<file path="src/rtl/ifetch_unit.sv">
// Instruction fetch front end: one outstanding memory request feeding a small
// FIFO of {PC, instruction} pairs. Taken jumps and branches flush it and redirect fetch.
module ifetch_unit #(
    parameter int                ADDR_W   = 32,
    parameter int                DEPTH    = 2,
    parameter logic [ADDR_W-1:0] RESET_PC = '0
) (
    input  logic              Clk,
    input  logic              Rst,
    output logic              imem_req,
    output logic [ADDR_W-1:0] imem_addr,
    input  logic              imem_ack,
    input  logic [31:0]       imem_rdata,
    output logic              inst_valid,
    input  logic              inst_ready,
    output logic [31:0]       Inst,
    output logic [ADDR_W-1:0] PC,
    input  logic              Jump,
    input  logic              Branch,
    input  logic              Z
);

    localparam int PTR_W = $clog2(DEPTH);
    localparam int CNT_W = PTR_W + 1;

    localparam logic [1:0] ST_IDLE    = 2'd0;
    localparam logic [1:0] ST_WAIT    = 2'd1;
    localparam logic [1:0] ST_DISCARD = 2'd2;

    localparam logic [ADDR_W-1:0] HI_MASK   = ~ADDR_W'(28'hFFF_FFFF);
    localparam logic [ADDR_W-1:0] WORD_STEP = ADDR_W'(4);

    logic [1:0]        state;
    logic [ADDR_W-1:0] fpc;
    logic [31:0]       inst_buf [DEPTH];
    logic [ADDR_W-1:0] pc_buf   [DEPTH];
    logic [PTR_W-1:0]  rd_ptr;
    logic [PTR_W-1:0]  wr_ptr;
    logic [CNT_W-1:0]  count;

    logic              accept;
    logic              redirect;
    logic              push;
    logic              issue;
    logic [CNT_W-1:0]  occ_after_pop;
    logic [ADDR_W-1:0] target;

    // Region bits above bit 27 come from the current PC; the rest is the word index.
    function automatic logic [ADDR_W-1:0] jump_target(input logic [ADDR_W-1:0] pc,
                                                      input logic [25:0]       idx);
        return (pc & HI_MASK) | ADDR_W'({idx, 2'b00});
    endfunction

    function automatic logic [ADDR_W-1:0] branch_target(input logic [ADDR_W-1:0] pc,
                                                        input logic [15:0]       imm);
        logic signed [ADDR_W-1:0] off;
        off = {{(ADDR_W-18){imm[15]}}, imm, 2'b00};
        return pc + WORD_STEP + $unsigned(off);
    endfunction

    assign inst_valid    = (count != '0);
    assign Inst          = inst_buf[rd_ptr];
    assign PC            = pc_buf[rd_ptr];
    assign accept        = inst_valid & inst_ready;
    assign redirect      = accept & (Jump | (Branch & Z));
    assign target        = Jump ? jump_target(PC, Inst[25:0]) : branch_target(PC, Inst[15:0]);
    assign occ_after_pop = count - CNT_W'(accept);
    assign push          = (state == ST_WAIT) & imem_ack & ~redirect;
    // Space is judged after this cycle's pop, so a full buffer being drained can refill at once.
    assign issue         = (state == ST_IDLE) & ~redirect & (occ_after_pop < CNT_W'(DEPTH));

    always_ff @(posedge Clk) begin
        if (Rst) begin
            state     <= ST_IDLE;
            imem_req  <= 1'b0;
            imem_addr <= RESET_PC;
            fpc       <= RESET_PC;
            rd_ptr    <= '0;
            wr_ptr    <= '0;
            count     <= '0;
        end else begin
            if (redirect) begin
                fpc    <= target;
                rd_ptr <= '0;
                wr_ptr <= '0;
                count  <= '0;
            end else begin
                if (push) begin
                    wr_ptr <= wr_ptr + PTR_W'(1);
                    fpc    <= fpc + WORD_STEP;
                end
                if (accept) begin
                    rd_ptr <= rd_ptr + PTR_W'(1);
                end
                count <= occ_after_pop + CNT_W'(push);
            end

            case (state)
                ST_IDLE: begin
                    if (issue) begin
                        imem_req  <= 1'b1;
                        imem_addr <= fpc;
                        state     <= ST_WAIT;
                    end
                end
                ST_WAIT: begin
                    if (imem_ack) begin
                        imem_req <= 1'b0;
                        state    <= ST_IDLE;
                    end else if (redirect) begin
                        state <= ST_DISCARD;
                    end
                end
                ST_DISCARD: begin
                    // The request stays on the bus until memory answers; its word is thrown away.
                    if (imem_ack) begin
                        imem_req <= 1'b0;
                        state    <= ST_IDLE;
                    end
                end
                default: begin
                    imem_req <= 1'b0;
                    state    <= ST_IDLE;
                end
            endcase
        end
    end

    always_ff @(posedge Clk) begin
        if (push) begin
            inst_buf[wr_ptr] <= imem_rdata;
            pc_buf[wr_ptr]   <= fpc;
        end
    end

endmodule

</file>
<file path="config.mk">
export PLATFORM = sky130hd
export DESIGN_NAME = ifetch_unit
export DESIGN_NICKNAME = d
export VERILOG_FILES = /design/src/rtl/ifetch_unit.sv
export SDC_FILE = /design/constraint.sdc
export NUM_CORES = 1
export LEC_CHECK = 0
export CELL_PAD_IN_SITES_DETAIL_PLACEMENT = 1
export CELL_PAD_IN_SITES_GLOBAL_PLACEMENT = 2
export CORE_ASPECT_RATIO = 1.1
export CORE_MARGIN = 3
export CORE_UTILIZATION = 40
export CTS_BUF_LIST = sky130_fd_sc_hd__clkbuf_8
export DETAILED_ROUTE_END_ITERATION = 8
export PLACE_DENSITY = 0.95
export SETUP_SLACK_MARGIN = 0.15
export SLEW_MARGIN = 20
export SYNTH_ARGS = -nofsm -noshare
export SYNTH_HDL_FRONTEND = slang
export SYNTH_SLANG_ARGS = --single-unit
</file>
<file path="constraint.sdc">
create_clock -name Clk -period 18.4 [get_ports Clk]
set_input_delay 3.68 -clock Clk [delete_from_list [all_inputs] [get_ports Clk]]
set_output_delay 3.68 -clock Clk [all_outputs]
set_load 0.1 [all_outputs]
</file>
* Word-level counts from Yosys, hierarchy flattened
Memory sizes are Yosys's and may differ from the RTL's. A register that Yosys moved wholly into a read port is not among the register bits.
Index checks and enable logic that the tools add are counted.
** Cells by class
- $add $sub $neg :: 7
- $lt $le $gt $ge :: 1
- Equality and inequality tests :: 6
- Mux-type cells :: 17
- Bitwise operators :: 10
- Reductions and logical operators :: 8
** Operator list (count)
- 32-bit two-way mux :: 3
- 32-bit by 3-bit adder with 32-bit output (second input constant) :: 2
- 32-bit adder :: 1
- 32-bit by 28-bit bitwise OR with 32-bit output :: 1
- 1-bit two-way mux :: 8
- 2-bit two-way mux :: 4
- 1-bit AND :: 7
- 2-bit one-hot mux with 3 select lines :: 1
- 2-bit inequality test (second input constant) :: 2
- 2-bit AND reduction :: 2
- 2-bit nonzero test :: 2
- 2-bit OR reduction :: 2
- 3-bit inequality test (second input constant) :: 1
- 3-bit AND reduction :: 1
- 1-bit adder (second input constant) :: 2
- 2-bit by 1-bit adder with 2-bit output :: 1
- 2-bit by 1-bit == test with 1-bit output (second input constant) :: 1
- 2-bit == test (second input constant) :: 1
- 2-bit logical NOT :: 1
- 2-bit less-than comparator (second input constant) :: 1
- 2-bit by 1-bit inequality test with 1-bit output (second input constant) :: 1
- 1-bit one-hot mux with 2 select lines :: 1
- 2-bit by 1-bit subtractor with 2-bit output :: 1
- 1-bit NOT :: 1
- 1-bit bitwise OR :: 1
** Word-level totals
- Flip-flop bits (word level) :: 71
- Bits in writable memories :: 128
- Output and inout bits :: 98
- Word-level logic and storage cells :: 58
- Memories kept :: 2
** Memory list
- inst_buf :: depth 2, width 32, rd ports 1, clocked after memory_dff 1, wr ports 1, line 35 : logic [31:0] inst_buf [DEPTH];
- pc_buf :: depth 2, width 32, rd ports 1, clocked after memory_dff 1, wr ports 1, line 36 : logic [ADDR_W-1:0] pc_buf [DEPTH];

* Logic depth before layout (Yosys ltp)
Gate-level depths: netlist of run 1.
- Depth after elaboration :: 8
- Mapped depth :: 16

* Least setup slack after synthesis of run 1
OpenSTA, ideal clock, no wires.
- Path kind :: input port to flip-flop
- Start :: input inst_ready
- End :: memory inst_buf[0][0], enable pin
- Arrival :: 8918 ps
- Path slack :: 8917 ps
- Stages on the path :: 6
- Cell sequence :: and2_1 -> clkbuf_1 -> o21a_1 -> buf_2 -> buf_1 -> nor3_1
** On the way
- Cells in the longest elaborated chain, start to end :: 6
** RTL lines
- from (decl) :: line 15 : input logic inst_ready,
- 1-bit AND :: line 64 : assign accept = inst_valid & inst_ready;
- net accept :: line 41 : logic accept;
- 1-bit AND :: line 65 : assign redirect = accept & (Jump | (Branch & Z));
- 1-bit NOT :: line 68 : assign push = (state == ST_WAIT) & imem_ack & ~redirect;
- 1-bit AND :: line 68
- 1-bit two-way mux :: line 130 : if (push) begin
- 1-bit two-way mux (implied by the code) :: line 131 : inst_buf[wr_ptr] <= imem_rdata;
- to (decl) :: line 35
The timed path passes the listed nets, and every way through them passes these cells.

==> results of run 1 <==
[flip-flops by register name (all words and copies together), names as in the netlist, named ones only]
register,count
state,2
pc_buf,64
rd_ptr,1
count,2
wr_ptr,1
inst_buf,64
imem_addr,32
fpc,32
imem_req,1
[Yosys cell counts, drive strengths merged (9+ instances only)]
cell type and count:
ha 63, a211oi 21, xnor2 28, inv 18
edfxtp 128, o21a 9, o21ai 31, nor2 42
dfxtp 72, nand4 15, clkbuf 24, and3 14
a21oi 76, buf 19, mux2 63, nand2 120
nor3 11, xor2 23, nand3 25
[stage by stage]
step	util [%]	hold slack, ns	power, mW	setup slack (ns)
2_1_floorplan	-	0.447	1.69	8.92
3_3_place_gp	47.4	0.444	2.00	11.73
3_5_place_dp	47.4	0.451	2.02	11.69
4_1_cts	48.8	0.465	2.29	11.30
5_1_grt	48.8	0.489	2.42	11.24
6_report	48.8	0.462	2.28	11.41
[final cells by class]
type / count / area share (%)
clock buffer: 17 / 1.95
clock inverter: 15 / 0.940
inverter: 18 / 0.564
multi-input combinational: 634 / 37.3
sequential: 200 / 44.1
tap: 310 / 3.24
timing repair buffer: 146 / 11.9
[where the power goes]
group / switching (mW) / total, mW / leakage, nW / internal (mW)
combinational: 0.984 / 1.41 / 2.27 / 0.422
clock: 0.159 / 0.265 / 0.187 / 0.105
sequential: 0.0547 / 0.610 / 1.77 / 0.555
[layer usage]
layer / part of all wire (%) / up-vias
li1: - / 3545
met1: 45 / 3785
met2: 50 / 179
met3: 3.8 / 20
met4: 0.98 / 0
met5: 0 / -
[path summary, 6_finish.rpt]
check           startpoint             to  slack [ns]  cells past startpoint
max              flip-flop       Inst[15]       11.41                      3
min          imem_addr[30]  imem_addr[30]        0.46                      2
max reg2reg      flip-flop        fpc[25]       13.93                     13
min reg2reg  imem_addr[30]  imem_addr[30]        0.46                      2
[cells by family (layout without fill, tap and decap cells)]
group,count (synthesis),in the layout
and+or+nand+nor,258,258
DFF,200,200
AOI/OAI and AO/OA,194,194
muxes,67,67
adders and majority gates,64,64
buffers and inverters,61,196
xor gates and xnor gates,51,51
[worst max-delay path: cells and delay by family (launching register included)]
| family | cells | cell delay, ns |
|---|---|---|
| DFF | 1 | 0.33 |
| muxes | 1 | 0.59 |
| buffers and inverters | 2 | 1.90 |
==> implementation parameters, run 1 <==
Parameter                              Value

Synth
  Synth cell types ... 63
  Synthesized area per cell ... 11.2 um2
  Xor-xnor portion of the synthesized cell area ... 4.46%
  EDFF count, synth ... 128
  Sequential fraction of the synthesis area ... 52.8%
  Fraction of synthesis flops using an asynchronous set or reset pin ... 0%
  Dominant combinational cell family by area after synthesis ... compound AO/OA/AOI/OAI gates
  Post-synthesis register bit count ... 200
  Share of synthesized area spent on multiplexers ... 7.49%
  Compound-Gate Fraction of Synth Area ... 12.4%
  Synthesized Nets ... 998
  Summed instance area of the synthesized netlist ... 10,000 um2
  Warning count from the yosys run ... 0
  Share of the synthesized area in the top cell type ... 38.4%
  Instance count of the mapped netlist ... 895
  Leading cell types by total area after synthesis ... sky130_fd_sc_hd__edfxtp_1, sky130_fd_sc_hd__dfxtp_1, sky130_fd_sc_hd__ha_1, sky130_fd_sc_hd__mux2_2, sky130_fd_sc_hd__nand2_1
  Adder-cell share of the synthesized area ... 8.08%
  Primary FF master, synth ... sky130_fd_sc_hd__edfxtp_1
  Post-synth top area cell ... sky130_fd_sc_hd__edfxtp_1
  Share of synthesized cell area in and, or, nand and nor gates ... 12.1%

Placement
  Instance area at placement ... 11,600 um2
  Count of placed standard cells including taps ... 1,308
  Placer congestion estimate ... 0.876
  Dpl hpwl ... 19,300 um
  Port buffer count ... 136

Clock tree
  H-Tree Level Count ... 4
  Post_cts resized ... 0
  Clock tree buffer depth ... 2
  CTS sink count ... 200
  Root buffer cell ... sky130_fd_sc_hd__clkbuf_8
  Total of hold buffers inserted after clock tree synthesis ... 0
  TritonCTS buffer count ... 17
  Clock latency at the later pin of the worst-skew pair ... 0.48 ns
  Post-CTS setup buffer count ... 0
  CTS tree ... yes
  Clock-pin slew of the registers on the worst-case setup and hold paths ... 0.10 ns

Layout
  # diodes ... 0
  Area of the multi-input gates ... 4460 um2
  Net count of the finished layout ... 1,120
  Count of non-filler cells in the finished layout ... 1,340
  Synth-to-Final Area Change ... 19.7%
  Most common cell after layout, fill and taps aside ... sky130_fd_sc_hd__clkdlybuf4s50_1
  Final std cell area, no fill ... 12,000 um2
  Flip-flop and latch area ... 5290 um2
  Commonest cells after routing, fill and taps aside ... sky130_fd_sc_hd__clkdlybuf4s50_1, sky130_fd_sc_hd__edfxtp_1, sky130_fd_sc_hd__nand2_1
  Fill count ... 2,624
  Share of layout cells above drive strength 1 ... 11.6%

STA
  Normalized max-slew margin ... 32.8%
  Setup clock skew after layout ... 0.0128 ns
  Actual transition at the worst max-transition pin ... 1.01 ns
  Setup repair after global routing missed its margin ... no
  Count of final setup violators ... 0
  Accumulated negative setup slack ... 0 ns
  Final critical delay including setup and external delays ... 6.99 ns
  Ratio of final minimum period to clock period ... 38.0%
  Fin. Hold Viols ... 0
  Highest attainable clock frequency ... 143 MHz
  Max-slew violations ... 0

Setup path
  CP Data Required Time ... 14.72 ns
  Ordered cell list for the critical path ... buf_4, mux2_2, clkdlybuf4s50_1
  Critical path start-end classification ... flip-flop to primary output
  Slowest cell on the critical path ... sky130_fd_sc_hd__clkdlybuf4s50_1
  Kind of start point of the critical path ... flip-flop
  Biggest cell delay along the critical path ... 1.22 ns
  Arrival time of data at the critical path endpoint ... 3.31 ns
  CP Capture Type ... primary output
  Max FO, Critical Path ... 64

GRT
  Most Crowded Layer GR ... met2
  Global routing usage on met1 ... 27.1%
  Global router's overall resource usage ... 20.5%
  Met2 track demand over resource ... 35.6%
  GRT overflow ... 0
  Via count of the first global-routing pass ... 7,814
  Antenna violations before repair ... 0
  Pin count of the biggest net entering global routing ... 65
  GR met3 Demand/Resource ... 3.08%
  Global-route wire length before repair ... 43,000 um

Drt
  Starting DRT DRC Count ... 448
  Final antenna-violating net count ... 0
  Post-DR vias/cell ... 5.62
  Via total after detailed routing ... 7,529
  Sum of routed wire length over all layers ... 27,300 um
  Number of DRC violations after detailed routing ... 0
  Drt pass-1 iters ... 5
  Routed wirelength normalized by instance count ... 20.4 um

Pwr
  Leakage ... 4.22 nW
  Largest voltage drop on the vdd net ... 0.118 mV
  Power per cell area ... 190 nW/um2

Run
  Max_cap viols ... 0

Status
  Status ... completed

Floorplan
  Width of the chip ... 157 um
  I/O pins ... 137
  Overall die area ... 27,000 um2
  Die outline height ... 172 um
  Cell Rows ... 60
  Starting Density ... 40.8%
  Placeable core area ... 24,500 um2

Worst hold path
  Tightest Hold Check Type ... flip-flop to flip-flop
(Power assumes the default switching activity.)
==> inputs of run 2 (changes only) <==
--- a/config.mk
+++ b/config.mk
@@ -9,10 +9,10 @@
 export CELL_PAD_IN_SITES_GLOBAL_PLACEMENT = 2
 export CORE_ASPECT_RATIO = 1.1
 export CORE_MARGIN = 3
-export CORE_UTILIZATION = 40
+export CORE_UTILIZATION = 34
 export CTS_BUF_LIST = sky130_fd_sc_hd__clkbuf_8
 export DETAILED_ROUTE_END_ITERATION = 8
-export PLACE_DENSITY = 0.95
+export PLACE_DENSITY = 0.89
 export SETUP_SLACK_MARGIN = 0.15
 export SLEW_MARGIN = 20
 export SYNTH_ARGS = -nofsm -noshare
==> constraint.sdc (replaced) <==
create_clock -name Clk -period 6.09 [get_ports Clk]
set_input_delay 1.218 -clock Clk [delete_from_list [all_inputs] [get_ports Clk]]
set_output_delay 1.218 -clock Clk [all_outputs]
set_load 0.1 [all_outputs]
==> run 2 against run 1 <==
Clock skew grew 0.0068 ns. Sequential power grew to 3.1 times the previous value. Core utilization shrank 6.9 points. Highest routed layer unchanged. Flip-flop and latch count is the same. Via count shrank 0.11%. Power grew to 3.1 times the previous value. Clock power grew to 3.3 times the previous value. Critical endpoint is now Inst[3]. Die area grew 17%. Count of clock-buffer cells in the layout grew 1. Combinational power grew to 3.0 times the previous value.
==> implementation parameters, run 2 (synthesis results as in run 1) <==
Parameter                              Value

Clock tree
  Post_cts resized ... 0 (unchanged)
  H-Tree Level Count ... 4 (unchanged)
  CTS sink count ... 200 (unchanged)
  CTS tree ... yes (unchanged)
  Root buffer cell ... sky130_fd_sc_hd__clkbuf_8 (unchanged)
  Post-CTS setup buffer count ... 0 (unchanged)
  Clock tree buffer depth ... 2 (unchanged)
  Clock latency at the later pin of the worst-skew pair ... 0.48 ns (about the same)
  TritonCTS buffer count ... 17 (unchanged)
  Clock-pin slew of the registers on the worst-case setup and hold paths ... 0.10 ns (about the same)
  Total of hold buffers inserted after clock tree synthesis ... 0 (unchanged)

STA
  Setup repair after global routing missed its margin ... no (unchanged)
  Accumulated negative setup slack ... 0 ns (unchanged)
  Fin. Hold Viols ... 0 (unchanged)
  Count of final setup violators ... 0 (unchanged)
  Setup clock skew after layout ... 0.0196 ns (was 0.0128 ns)
  Highest attainable clock frequency ... 227 MHz
  Max-slew violations ... 0 (unchanged)
  Actual transition at the worst max-transition pin ... 1.07 ns (was 1.01 ns)
  Final critical delay including setup and external delays ... 4.40 ns
  Normalized max-slew margin ... 28.7% (was 32.8%)
  Ratio of final minimum period to clock period ... 72.3%

Placement
  Dpl hpwl ... 20,600 um (was 19,300 um)
  Port buffer count ... 136 (unchanged)
  Placer congestion estimate ... 0.870 (was 0.876)

Pwr
  Pint ... 3.32 mW (was 1.08 mW)
  Leakage ... 4.22 nW (about the same)
  Power per cell area ... 579 nW/um2 (was 190 nW/um2)
  Switch Pwr ... 3.67 mW (was 1.20 mW)
  Clock network fraction of design power ... 12.4% (was 11.6%)
  Final Total Pwr ... 7.00 mW (was 2.28 mW)
  Switching part of the total power ... 52.5% (about the same)
  Comb power frac ... 60.5% (was 61.6%)
  Largest voltage drop on the vdd net ... 0.291 mV (was 0.118 mV)
  Sequential power share ... 27.2% (was 26.8%)

GRT
  Pin count of the biggest net entering global routing ... 65 (unchanged)
  Global-route wire length before repair ... 45,000 um (was 43,000 um)
  Global router's overall resource usage ... 18.3% (was 20.5%)
  Via count of the first global-routing pass ... 7,867 (was 7,814)
  Antenna violations before repair ... 1 (was 0)
  GRT overflow ... 0 (unchanged)

Floorplan
  Width of the chip ... 170 um (was 157 um)
  Starting Density ... 34.7% (was 40.8%)
  I/O pins ... 137 (unchanged)
  Overall die area ... 31,500 um2 (was 27,000 um2)
  Placeable core area ... 28,900 um2 (was 24,500 um2)
  Cell Rows ... 65 (was 60)
  Die outline height ... 186 um (was 172 um)

Drt
  Via total after detailed routing ... 7,521 (was 7,529)
  Drt pass-1 iters ... 4 (was 5)
  Starting DRT DRC Count ... 419 (was 448)
  Sum of routed wire length over all layers ... 28,900 um (was 27,300 um)
  Number of DRC violations after detailed routing ... 0 (unchanged)
  Routed wirelength normalized by instance count ... 20.7 um (was 20.4 um)
  Final antenna-violating net count ... 0 (unchanged)
  Post-DR vias/cell ... 5.38 (was 5.62)

Setup path
  Arrival time of data at the critical path endpoint ... 3.18 ns (was 3.31 ns)
  Kind of start point of the critical path ... flip-flop (unchanged)
  Number of cell instances on the worst register-to-register path ... 12 (was 13)
  Biggest cell delay along the critical path ... 1.20 ns (was 1.22 ns)
  Slowest cell on the critical path ... sky130_fd_sc_hd__clkdlybuf4s50_1 (unchanged)
  Max FO, Critical Path ... 47 (was 64)
  Critical path start-end classification ... flip-flop to primary output (unchanged)
  CP Data Required Time ... 4.87 ns (was 14.72 ns)
  CP Depth ... 3 (unchanged)
  Ordered cell list for the critical path ... buf_4, mux2_2, clkdlybuf4s50_1 (unchanged)
  Buffers and inverters on the worst path ... 2 (unchanged)
  CP Capture Type ... primary output (unchanged)
  Family with the most delay on the worst path ... buffers and inverters (unchanged)

Layout
  Synth-to-Final Area Change ... 20.7% (was 19.7%)
  Final Core Density ... 41.8% (was 48.8%)
  Most common cell after layout, fill and taps aside ... sky130_fd_sc_hd__clkdlybuf4s50_1 (unchanged)
  Largest regs ... inst_buf (64), pc_buf (64) (unchanged)
  Commonest cells after routing, fill and taps aside ... sky130_fd_sc_hd__clkdlybuf4s50_1, sky130_fd_sc_hd__edfxtp_1, sky130_fd_sc_hd__nand2_1 (unchanged)
  Share of layout cells above drive strength 1 ... 11.4% (was 11.6%)
  Net count of the finished layout ... 1,118 (was 1,120)

Status
  Status ... completed (unchanged)

Worst hold path
  Tightest Hold Check Type ... flip-flop to flip-flop (unchanged)
  Worst Hold Path Cells ... 2 (unchanged)

Run
  Max_cap viols ... 0 (unchanged)
==> run 2: final cells by class <==
type / instances / area, um2
fill: 3111 / 16800
sequential: 200 / 5290
multi-input combinational: 634 / 4470
timing repair buffer: 144 / 1410
tap: 368 / 460
clock buffer: 18 / 248
clock inverter: 14 / 130
inverter: 18 / 67.6
antenna: 1 / 2.50
==> run 2: worst paths after layout <==
| path | start | end | slack [ns] |
|---|---|---|---|
| setup / recovery | flip-flop | Inst[3] | 1.69 |
| hold / removal | imem_addr[0] | imem_addr[0] | 0.46 |
| setup reg to reg | flip-flop | fpc[29] | 1.83 |
| hold reg to reg | imem_addr[0] | imem_addr[0] | 0.46 |
==> run 2: through the flow <==
stage | instances | hold slack (ns) | cell area, um2 | worst slack, ns
final | 1397 | 0.461 | 12100 | 1.69
after global routing | 1397 | 0.496 | 12100 | 1.54
after CTS | 1396 | 0.467 | 12100 | 1.61
after detailed placement | 1364 | 0.453 | 11700 | 1.92
after global placement | 1364 | 0.444 | 11700 | 2.03
after floorplan | 895 | 0.447 | 10000 | 1.07
==> run 2: power groups by stage <==
stage / clock [mW] / combinational [mW] / sequential [mW]
2_1_floorplan: 0 / 3.07 / 2.04
3_3_place_gp: 0 / 4.16 / 1.92
3_5_place_dp: 0 / 4.21 / 1.94
4_1_cts: 0.881 / 4.24 / 1.91
5_1_grt: 0.935 / 4.54 / 1.93
6_report: 0.864 / 4.23 / 1.90
==> run 2: worst register-to-register path, delay by kind of cell, from the launching register on <==
family,cells,cell delay (ns)
multiplexers,1,0.42
AND/OR/NAND/NOR,2,0.32
adder cells (fa/ha/maj),2,0.77
AO/OA/AOI/OAI,5,1.32
XOR/XNOR,1,0.10
buffers and inverters,1,0.43
flip-flops,1,0.81
==> run 2: layer usage <==
metal  up-vias  share of wire, %  GRT usage [%]
met5         -                 0              0
met2       149                49           31.5
met1      3812                47           24.3
met3        26               2.8           2.42
li1       3534                 -              -
met4         0               1.8           5.37
